File: src/rtl/clock_set_ctrl.sv
// clock_set_ctrl: set-mode FSM that edits shadow time/date values and commits them to the live counters
module clock_set_ctrl #(
    parameter int BLINK_HALF = 25000000
) (
    input  logic       clk,
    input  logic       rst_n,
    input  logic       btn_mode,
    input  logic       btn_next,
    input  logic       btn_inc,
    input  logic       btn_dec,
    input  logic       sel,
    input  logic [5:0] cur_sec,
    input  logic [5:0] cur_min,
    input  logic [5:0] cur_hour,
    input  logic [5:0] cur_day,
    input  logic [5:0] cur_month,
    input  logic [9:0] cur_year,
    output logic       set_mode,
    output logic [1:0] set_select,
    output logic       blink,
    output logic       load,
    output logic [5:0] new_sec,
    output logic [5:0] new_min,
    output logic [5:0] new_hour,
    output logic [5:0] new_day,
    output logic [5:0] new_month,
    output logic [9:0] new_year
);
    localparam int CW = BLINK_HALF > 1 ? $clog2(BLINK_HALF) : 1;
    typedef enum logic [1:0] {IDLE, EDIT, COMMIT} state_t;
    state_t state_q, state_d;
    logic [3:0] btn_q, btn_d, btn_in, e;
    logic arm_q, arm_d, set_mode_q, set_mode_d, blink_q, blink_d, load_q, load_d;
    logic [1:0] sel_idx_q, sel_idx_d;
    logic [CW-1:0] cnt_q, cnt_d;
    logic [5:0] sec_q, sec_d, min_q, min_d, hour_q, hour_d, day_q, day_d, mon_q, mon_d, dm;
    logic [9:0] year_q, year_d;
    logic up, dn, f0, f1, f2;
    // Wrapping step of v within lo..hi; out-of-range values wrap as if at the bound
    function automatic logic [9:0] step(input logic [9:0] v, input logic [9:0] lo,
                                        input logic [9:0] hi, input logic u, input logic d);
        return u ? (v >= hi ? lo : v + 10'd1) : d ? (v <= lo ? hi : v - 10'd1) : v;
    endfunction
    // Days in month m of calendar year y + 2025
    function automatic logic [5:0] dmax(input logic [5:0] m, input logic [9:0] y);
        logic [11:0] yy;
        logic leap;
        yy = {2'b00, y} + 12'd2025;
        leap = (yy[1:0] == 2'b00) && ((yy % 12'd100 != 12'd0) || (yy % 12'd400 == 12'd0));
        return m == 6'd2 ? (leap ? 6'd29 : 6'd28) :
               (m == 6'd4 || m == 6'd6 || m == 6'd9 || m == 6'd11) ? 6'd30 : 6'd31;
    endfunction
    // Edges are gated by arm_q so a button held through reset release is not seen as pressed
    assign btn_in = {btn_mode, btn_next, btn_inc, btn_dec};
    assign e = btn_in & ~btn_q & {4{arm_q}};
    assign up = e[1] & ~e[0];
    assign dn = e[0] & ~e[1];
    assign f0 = sel_idx_q == 2'd0;
    assign f1 = sel_idx_q == 2'd1;
    assign f2 = sel_idx_q == 2'd2;
    // Next-state: mode handling, field editing with wrap and day clamp, blink timing
    always_comb begin
        state_d = state_q;
        btn_d = btn_in;
        arm_d = 1'b1;
        set_mode_d = set_mode_q;
        sel_idx_d = sel_idx_q;
        blink_d = blink_q;
        cnt_d = cnt_q;
        load_d = 1'b0;
        sec_d = sec_q;
        min_d = min_q;
        hour_d = hour_q;
        day_d = day_q;
        mon_d = mon_q;
        year_d = year_q;
        dm = dmax(mon_q, year_q);
        if (state_q == IDLE) begin
            if (e[3]) begin
                state_d = EDIT;
                set_mode_d = 1'b1;
                sel_idx_d = 2'd0;
                cnt_d = '0;
                blink_d = 1'b0;
                sec_d = cur_sec;
                min_d = cur_min;
                hour_d = cur_hour;
                day_d = cur_day;
                mon_d = cur_month;
                year_d = cur_year;
            end
        end else if (state_q == EDIT) begin
            if (e[3]) begin
                state_d = COMMIT;
                load_d = 1'b1;
                blink_d = 1'b0;
            end else begin
                cnt_d = cnt_q == CW'(BLINK_HALF - 1) ? '0 : cnt_q + CW'(1);
                blink_d = cnt_q == CW'(BLINK_HALF - 1) ? ~blink_q : blink_q;
                sel_idx_d = e[2] ? (f2 ? 2'd0 : sel_idx_q + 2'd1) : sel_idx_q;
                if (!sel) begin
                    sec_d = 6'(step({4'b0, sec_q}, 10'd0, 10'd59, up & f0, dn & f0));
                    min_d = 6'(step({4'b0, min_q}, 10'd0, 10'd59, up & f1, dn & f1));
                    hour_d = 6'(step({4'b0, hour_q}, 10'd0, 10'd23, up & f2, dn & f2));
                end else begin
                    mon_d = 6'(step({4'b0, mon_q}, 10'd1, 10'd12, up & f1, dn & f1));
                    year_d = step(year_q, 10'd0, 10'd974, up & f2, dn & f2);
                    dm = dmax(mon_d, year_d);
                    day_d = 6'(step({4'b0, day_q}, 10'd1, {4'b0, dm}, up & f0, dn & f0));
                    if ((f1 | f2) && (up | dn) && day_q > dm) day_d = dm;
                end
            end
        end else begin
            state_d = IDLE;
            set_mode_d = 1'b0;
        end
    end
    // State and registered outputs
    always_ff @(posedge clk) begin
        if (!rst_n) begin
            state_q <= IDLE;
            btn_q <= '0;
            arm_q <= 1'b0;
            set_mode_q <= 1'b0;
            sel_idx_q <= 2'd0;
            blink_q <= 1'b0;
            cnt_q <= '0;
            load_q <= 1'b0;
            sec_q <= 6'd0;
            min_q <= 6'd0;
            hour_q <= 6'd0;
            day_q <= 6'd1;
            mon_q <= 6'd1;
            year_q <= 10'd0;
        end else begin
            state_q <= state_d;
            btn_q <= btn_d;
            arm_q <= arm_d;
            set_mode_q <= set_mode_d;
            sel_idx_q <= sel_idx_d;
            blink_q <= blink_d;
            cnt_q <= cnt_d;
            load_q <= load_d;
            sec_q <= sec_d;
            min_q <= min_d;
            hour_q <= hour_d;
            day_q <= day_d;
            mon_q <= mon_d;
            year_q <= year_d;
        end
    end
    assign set_mode = set_mode_q;
    assign set_select = sel_idx_q;
    assign blink = blink_q;
    assign load = load_q;
    assign new_sec = sec_q;
    assign new_min = min_q;
    assign new_hour = hour_q;
    assign new_day = day_q;
    assign new_month = mon_q;
    assign new_year = year_q;
endmodule

File: config.mk
export PLATFORM = sky130hd
export DESIGN_NAME = clock_set_ctrl
export DESIGN_NICKNAME = d
export VERILOG_FILES = /design/src/rtl/clock_set_ctrl.sv
export SDC_FILE = /design/constraint.sdc
export NUM_CORES = 1
export LEC_CHECK = 0
export CORE_ASPECT_RATIO = 1.4
export CORE_MARGIN = 2
export CORE_UTILIZATION = 55
export DETAILED_ROUTE_END_ITERATION = 10
export PLACE_DENSITY = 0.8
export SLEW_MARGIN = 20
export SYNTH_ARGS = -nofsm -noshare
export SYNTH_HDL_FRONTEND = slang
export SYNTH_SLANG_ARGS = --single-unit
File: constraint.sdc
create_clock -name clk -period 15.1 [get_ports clk]
set_clock_uncertainty 0.2 [all_clocks]
set_input_delay 1.51 -clock clk [delete_from_list [all_inputs] [get_ports clk]]
set_output_delay 1.51 -clock clk [all_outputs]
set_load 0.05 [all_outputs]
Yosys cells after proc, flatten, opt, wreduce, memory -nomap -nowiden
Index checks and enable logic that the tools add are counted.
Widths: inputs -> output; s select.

storage, ports and cells
  flip-flop bits (word level) = 77
  input port bits = 47
  output and inout bits = 45
  word-level logic and storage cells = 190

cells by class
  $add $sub $neg = 15
  div/mod/pow operators = 2
  $lt $le $gt $ge = 13
  eq/ne operators = 21
  multiplexer cells = 83
  bitwise logic cells = 18
  reduce and logical (&&, ||, !) cells = 24

operator list
  cell                    count
  $mux 6                  46
  $mux 25                 5
  $mux 10                 9
  $add 6x1->6 const B     5
  $le 6x1->1 const B      5
  $sub 6x1->6 const B     5
  $add 25x1->25 const B   1
  $eq 25x25->1 const B    1
  $mux 2                  11
  $reduce_and 5->1        4
  $add 10x11->12 const B  1
  $eq 6x3->1 const B      2
  $eq 6x4->1 const B      2
  $ge 6x6->1 const B      2
  $logic_not 12->1        1
  $mod 12x7->12 const B   1
  $mod 12x9->12 const B   1
  $mux 1                  12
  $ne 4x2->1 const B      3
  $reduce_bool 12->1      1
  $add 10x1->10 const B   1
  $ge 10x10->1 const B    1
  $le 10x1->1 const B     1
  $sub 10x1->10 const B   1
  26 further kinds        54

Longest topological paths before layout
  depth after elaboration = 23
  gate-level depth with buffers = 38
  gate-level depth less buffers = 36

Worst setup path after synthesis
OpenSTA, ideal clock, no wires.

  kind = input-to-reg
  from = in btn_dec
  to = reg day_q[0] (netlist: new_day[0])
  setup time = 0.118 ns
  arrival = 8.261 ns
  data required time = 14.782 ns
  slack = 6.521 ns
  cell stages on the path = 35
  buffers on the path = 2
  cell sequence = nand2_1 > nor2_1 > inv_1 > ha_1 > and2_1 > clkbuf_1 > a22o_1 > buf_2 > o31a_1 > ha_1 > inv_1 > a211o_1 > and3_1 > o21ai_4 > a2111o_1 > a211oi_2 > o221ai_1 > a21oi_4 > nor3_1 > o311a_1 > o21a_1 > or3_1 > a211o_1 > a21oi_2 > o21ai_1 > ha_1 > a211oi_1 > nor2_1 > nor3b_1 > o21ai_0 > or3_1 > a21boi_0 > a31oi_1 > nor2_1 > o21ai_1

between the ends
  longest elaborated chain between the ends = 21
  elaborated cells on any way between the ends = 50
  those cells by class = add/sub (1); div (2); order compare (2); eq/ne (6); mux (16); bitwise (12); reduce/logical (11)

RTL lines
  what                                                           line     source
  start: declaration                                             10       input logic btn_dec,
  $and 4x4->4 (*) (2 in series)                                  55       assign e = btn_in & ~btn_q & {4{arm_q}};
  $and 1x1->1 / $not 1->1 (equally long branches)                57, 56
  $and 1x1->1, on equally long branches                          107, 56
  $mux 10 / $and 1x1->1 (equally long branches)                  42, 107
  $mux 10                                                        42       return u ? (v >= hi ? lo : v + 10'd1) : d ? (v <= lo ? hi : v - 10'd1) : v;
  $add 10x11->12                                                 48       yy = {2'b00, y} + 12'd2025;
  $mod 12x7->12 / $mod 12x9->12 (equally long branches)          49       leap = (yy[1:0] == 2'b00) && ((yy % 12'd100 != 12'd0) || (yy % 12'd400 == 12'd0));
  $reduce_bool 12->1 / $logic_not 12->1 (equally long branches)  49
  [3 not listed]                                                 -
  $mux 2                                                         50       return m == 6'd2 ? (leap ? 6'd29 : 6'd28) :
  $ge 6x5->1 / $mux 6 (equally long branches)                    42
  $mux 6 (2 in series)                                           42
  $mux 6                                                         110      if ((f1 | f2) && (up | dn) && day_q > dm) day_d = dm;
  $mux 6                                                         101      if (!sel) begin
  $mux 6                                                         93       if (e[3]) begin
  $mux 6                                                         92       end else if (state_q == EDIT) begin
  $mux 6                                                         78       if (state_q == IDLE) begin
  end signal: assignment                                         147      day_q <= day_d;
  end: declaration                                               36       logic [5:0] sec_q, sec_d, min_q, min_d, hour_q, hour_d, day_q, day_d, mon_q, mon_d, dm;

Mark *: on every way between the ends. The rest lies on a longest branch, timed or not. The select of a mux whose other input is x is not followed.
A chain may end at the register's enable or synchronous reset.

Worst setup path in the final report
  from = in btn_inc
  to = reg day_q[0] (netlist: new_day[0])

between the ends
  longest elaborated chain between the ends = 22
  elaborated cells on any way between the ends = 50
  those cells by class = add/sub (1); div (2); order compare (2); eq/ne (6); mux (16); bitwise (12); reduce/logical (11)

RTL lines
  what                                                           line  source
  start: declaration                                             9     input logic btn_inc,
  $and 4x4->4 (*) (2 in series)                                  55
  $not 1->1                                                      57    assign dn = e[0] & ~e[1];
  $and 1x1->1                                                    57
  $and 1x1->1                                                    107   year_d = step(year_q, 10'd0, 10'd974, up & f2, dn & f2);
  $mux 10 (2 in series)                                          42
  $add 10x11->12                                                 48
  $mod 12x7->12 / $mod 12x9->12 (equally long branches)          49
  $reduce_bool 12->1 / $logic_not 12->1 (equally long branches)  49
  [3 not listed]                                                 -
  $mux 2                                                         50
  $ge 6x5->1 / $mux 6 (equally long branches)                    42
  $mux 6 (2 in series)                                           42
  $mux 6                                                         110
  $mux 6                                                         101
  $mux 6                                                         93
  $mux 6                                                         92
  $mux 6                                                         78

Marks and branches as above.

==> parameters.txt <==
Parameter                              Value

Global routing
  Largest net degree at the start of global routing ... 60
  Vias in the first global route ... 7083
  Antenna violations before repair ... 0
  GR Overflow Total ... 0
  Wire length of the first global-routing pass ... 33.26 mm
  Global router's overall resource usage ... 0.2893

Clocking
  Hold-fix buffer count after cts ... 0
  Clock-pin slew on the worst setup and hold paths ... 60 ps
  Num CTS Buffers ... 9
  CTS max path bufs ... 2
  Number of resized instances in the post-cts repair step ... 0
  Maximum level of the CTS H-tree ... 3
  Clk_lat worst skew ... 340 ps
  Root buffer selected by CTS ... sky130_fd_sc_hd__clkbuf_16
  TritonCTS clock tree ... built
  Total setup buffers inserted after CTS ... 0
  Clock net sink count ... 77

Yosys
  Avg Synthesized Cell Area ... 7.435 um2
  Post-synthesis net count ... 1030
  Portion of the post-synthesis area used by sequential elements ... 0.2176
  Synth Flop Type ... sky130_fd_sc_hd__dfxtp_1
  Count leader, synth ... sky130_fd_sc_hd__nor2_1
  Number of synthesized flops with an enable pin ... 0
  Post-synth top area cell ... sky130_fd_sc_hd__dfxtp_1
  Post-synth cell types ... 97
  Leading post-synthesis cells by cell area ... sky130_fd_sc_hd__dfxtp_1, sky130_fd_sc_hd__ha_1, sky130_fd_sc_hd__nor2_1
  Gate count of the mapped netlist ... 953
  Commonest cells in the netlist ... sky130_fd_sc_hd__nor2_1, sky130_fd_sc_hd__nand2_1, sky130_fd_sc_hd__dfxtp_1
  Post-synthesis cell area ... 7086 um2
  Syn. warnings ... 0
  Post-synthesis async set-or-reset flop share ... 0
  Yosys reg bits ... 77
  Portion of synthesized cell area occupied by the leading cell type ... 0.2176

Drt
  Number of vias per cell ... 6.502
  Total length of routed wires ... 20.54 mm
  Count of nets left with antenna violations after detail routing ... 0
  Wirelength per Cell ... 17.71 um
  Starting DRT DRC Count ... 455
  Post-route DRC ... 0
  Vias ... 7542
  Detailed-router iteration count before antenna repair ... 6

Setup path
  Reg2reg path depth ... 32
  Critical path's slowest cell ... sky130_fd_sc_hd__nor3b_1
  Worst R2R Setup Slack ... 6000 ps
  Launching element type of the critical path ... primary input
  Crit path required time ... 15130 ps
  Critical path peak fanout ... 17
  Worst stage delay on the critical path ... 590 ps
  Crit path DAT ... 10390 ps
  R2r endpoint ... new_day[0]
  RR Startpoint ... arm_q
  Capturing element type of the critical path ... flop
  Category of the most critical setup path ... in2reg

Floorplan
  # rows ... 49
  Initial Util ... 0.5583
  Count of pins on the block boundary ... 92
  Area of the die ... 13820 um2
  Core region area ... 12690 um2
  DIE WIDTH ... 99.93 um
  Die Height ... 138.3 um

Finish
  Share of layout cells above drive strength 1 ... 0.06653
  Layout fillers ... 1115
  Non-Filler Instances ... 1160
  Count of antenna diodes in the layout ... 0
  Post-route design area ... 8259 um2
  Final nets ... 1079
  Layout overhead on the synthesized area ... 16.56%

Pwr
  Standby leakage power ... 3.065 nW
  PwrDens ... 102.2 nW/um2
  IR Drop Worst-Case VDD ... 0.07444 mV
  Pwr Total ... 0.8444 mW

STA
  Slew Limit Headroom ... 0.4722
  RSZ-0062 raised after global routing ... false
  Final worst-path cycle share ... 0.6859
  Maximum clock rate ... 96.55 MHz
  Final hold vios ... 0
  WHS ... 297.6 ps
  Minimum clock period after layout ... 10360 ps
  Final Setup Violations ... 0
  Setup TNS ... 0 ps
  Final Max Tran Viols ... 0
  Slew @ Worst Pin ... 786.1 ps

Worst hold path
  Min-delay src ... cnt_q[14]
  Number of cells traversed by the worst hold path ... 2
  Worst Hold End ... cnt_q[14]
  Class of the tightest hold or removal check ... reg2reg

Placement
  Final weighted congestion of routability-driven global placement ... 0.9552
  Estimated wirelength of the detail-placed design ... 15.07 mm
  IO buf count ... 91
  Placement Cell Area ... 7971 um2
  Number of placed instances, taps included ... 1144

Outcome
  Status ... completed

Flow run
  MaxCap Viol Count ... 0
==> worst max-delay path, delay by kind of cell <==
family	cells	cell delay (ps)
buffers and inverters	3	620
AO/OA/AOI/OAI	19	4780
AND/OR/NAND/NOR	8	2500
adder cells (fa/ha/maj)	3	960
==> kinds of logic after synthesis <==
kind of cell / share of synthesized area
AOI/OAI and AO/OA: 0.3156
xor gates and xnor gates: 0.04821
adders and majority gates: 0.05298
buffers and inverters: 0.05192
DFF: 0.2176
muxes: 0.008653
and+or+nand+nor: 0.3051
==> how the worst max path moves through the flow <==
stage	slack [ps]	start	end	cells past startpoint
floorplan	6520	btn_dec	new_day[0]	35
global placement	4690	btn_inc	new_day[0]	33
detailed placement	4390	btn_inc	new_day[0]	33
CTS	4750	btn_inc	new_day[0]	33
global route	3930	btn_inc	new_day[0]	34
finish	4740	btn_inc	new_day[0]	33
==> area by class of cell <==
class	count	area [um2]	share of cell area
flip-flops and latches	77	1541	0.1866
clock buffers	9	225.2	0.02727
repair buffers	97	950.9	0.1151
inverters	29	108.9	0.01318
clock inverters	7	62.56	0.007575
multi-input cells	788	5179	0.6270
well taps	153	191.4	0.02318
==> cell usage in the layout, fill, tap and decap left out, types with 7 or more instances in the layout <==
master	count
sky130_fd_sc_hd__and3_1	17
sky130_fd_sc_hd__xnor2_1	21
sky130_fd_sc_hd__o21ai_1	7
sky130_fd_sc_hd__ha_1	30
sky130_fd_sc_hd__or2_2	7
sky130_fd_sc_hd__nor2b_1	18
sky130_fd_sc_hd__o211a_1	14
sky130_fd_sc_hd__nor4_1	10
sky130_fd_sc_hd__a21oi_1	61
sky130_fd_sc_hd__dfxtp_1	77
sky130_fd_sc_hd__nand4_1	8
sky130_fd_sc_hd__inv_1	29
sky130_fd_sc_hd__a211oi_1	11
sky130_fd_sc_hd__nor2_1	90
sky130_fd_sc_hd__a21o_1	8
sky130_fd_sc_hd__xor2_1	18
sky130_fd_sc_hd__o221ai_1	12
sky130_fd_sc_hd__nor3_1	35
sky130_fd_sc_hd__o21ai_0	36
sky130_fd_sc_hd__a31oi_1	16
sky130_fd_sc_hd__clkdlybuf4s50_1	90
sky130_fd_sc_hd__nand3_1	52
sky130_fd_sc_hd__o211ai_1	23
sky130_fd_sc_hd__a21boi_0	10
sky130_fd_sc_hd__a211o_1	7
sky130_fd_sc_hd__o21a_1	12
sky130_fd_sc_hd__or3_1	11
sky130_fd_sc_hd__o22ai_1	7
sky130_fd_sc_hd__a22oi_1	8
sky130_fd_sc_hd__clkbuf_16	9
sky130_fd_sc_hd__and2_1	19
sky130_fd_sc_hd__nand2_1	88
==> stage by stage <==
| step | setup slack, ps | util |
|---|---|---|
| floorplan | 6521 | - |
| global placement | 4694 | 0.6281 |
| detailed placement | 4387 | 0.6281 |
| CTS | 4745 | 0.6508 |
| global route | 3928 | 0.6508 |
| finish | 4743 | 0.6508 |
==> layer usage <==
layer,GRT usage,routed length (um),up-vias
met5,0,0,-
met4,0.1485,926,0
met3,0.03943,1004,72
met2,0.5128,10360,281
met1,0.3332,8257,3515
li1,-,-,3674
==> state kept, by name (all words and copies together), names as in the netlist <==
name,count
state_q,2
blink,1
new_year,10
new_month,6
set_select,2
set_mode,1
cnt_q,25
new_sec,6
new_min,6
new_hour,6
arm_q,1
load,1
new_day,6
btn_q,4
==> report_power, final <==
part           total [mW]  switching [mW]  internal [mW]
logic               0.382           0.234          0.147
clock network       0.213          0.0973          0.115
registers           0.250          0.0333          0.217
total               0.844           0.365          0.479
Note: power is estimated with default switching activity, not from simulation.
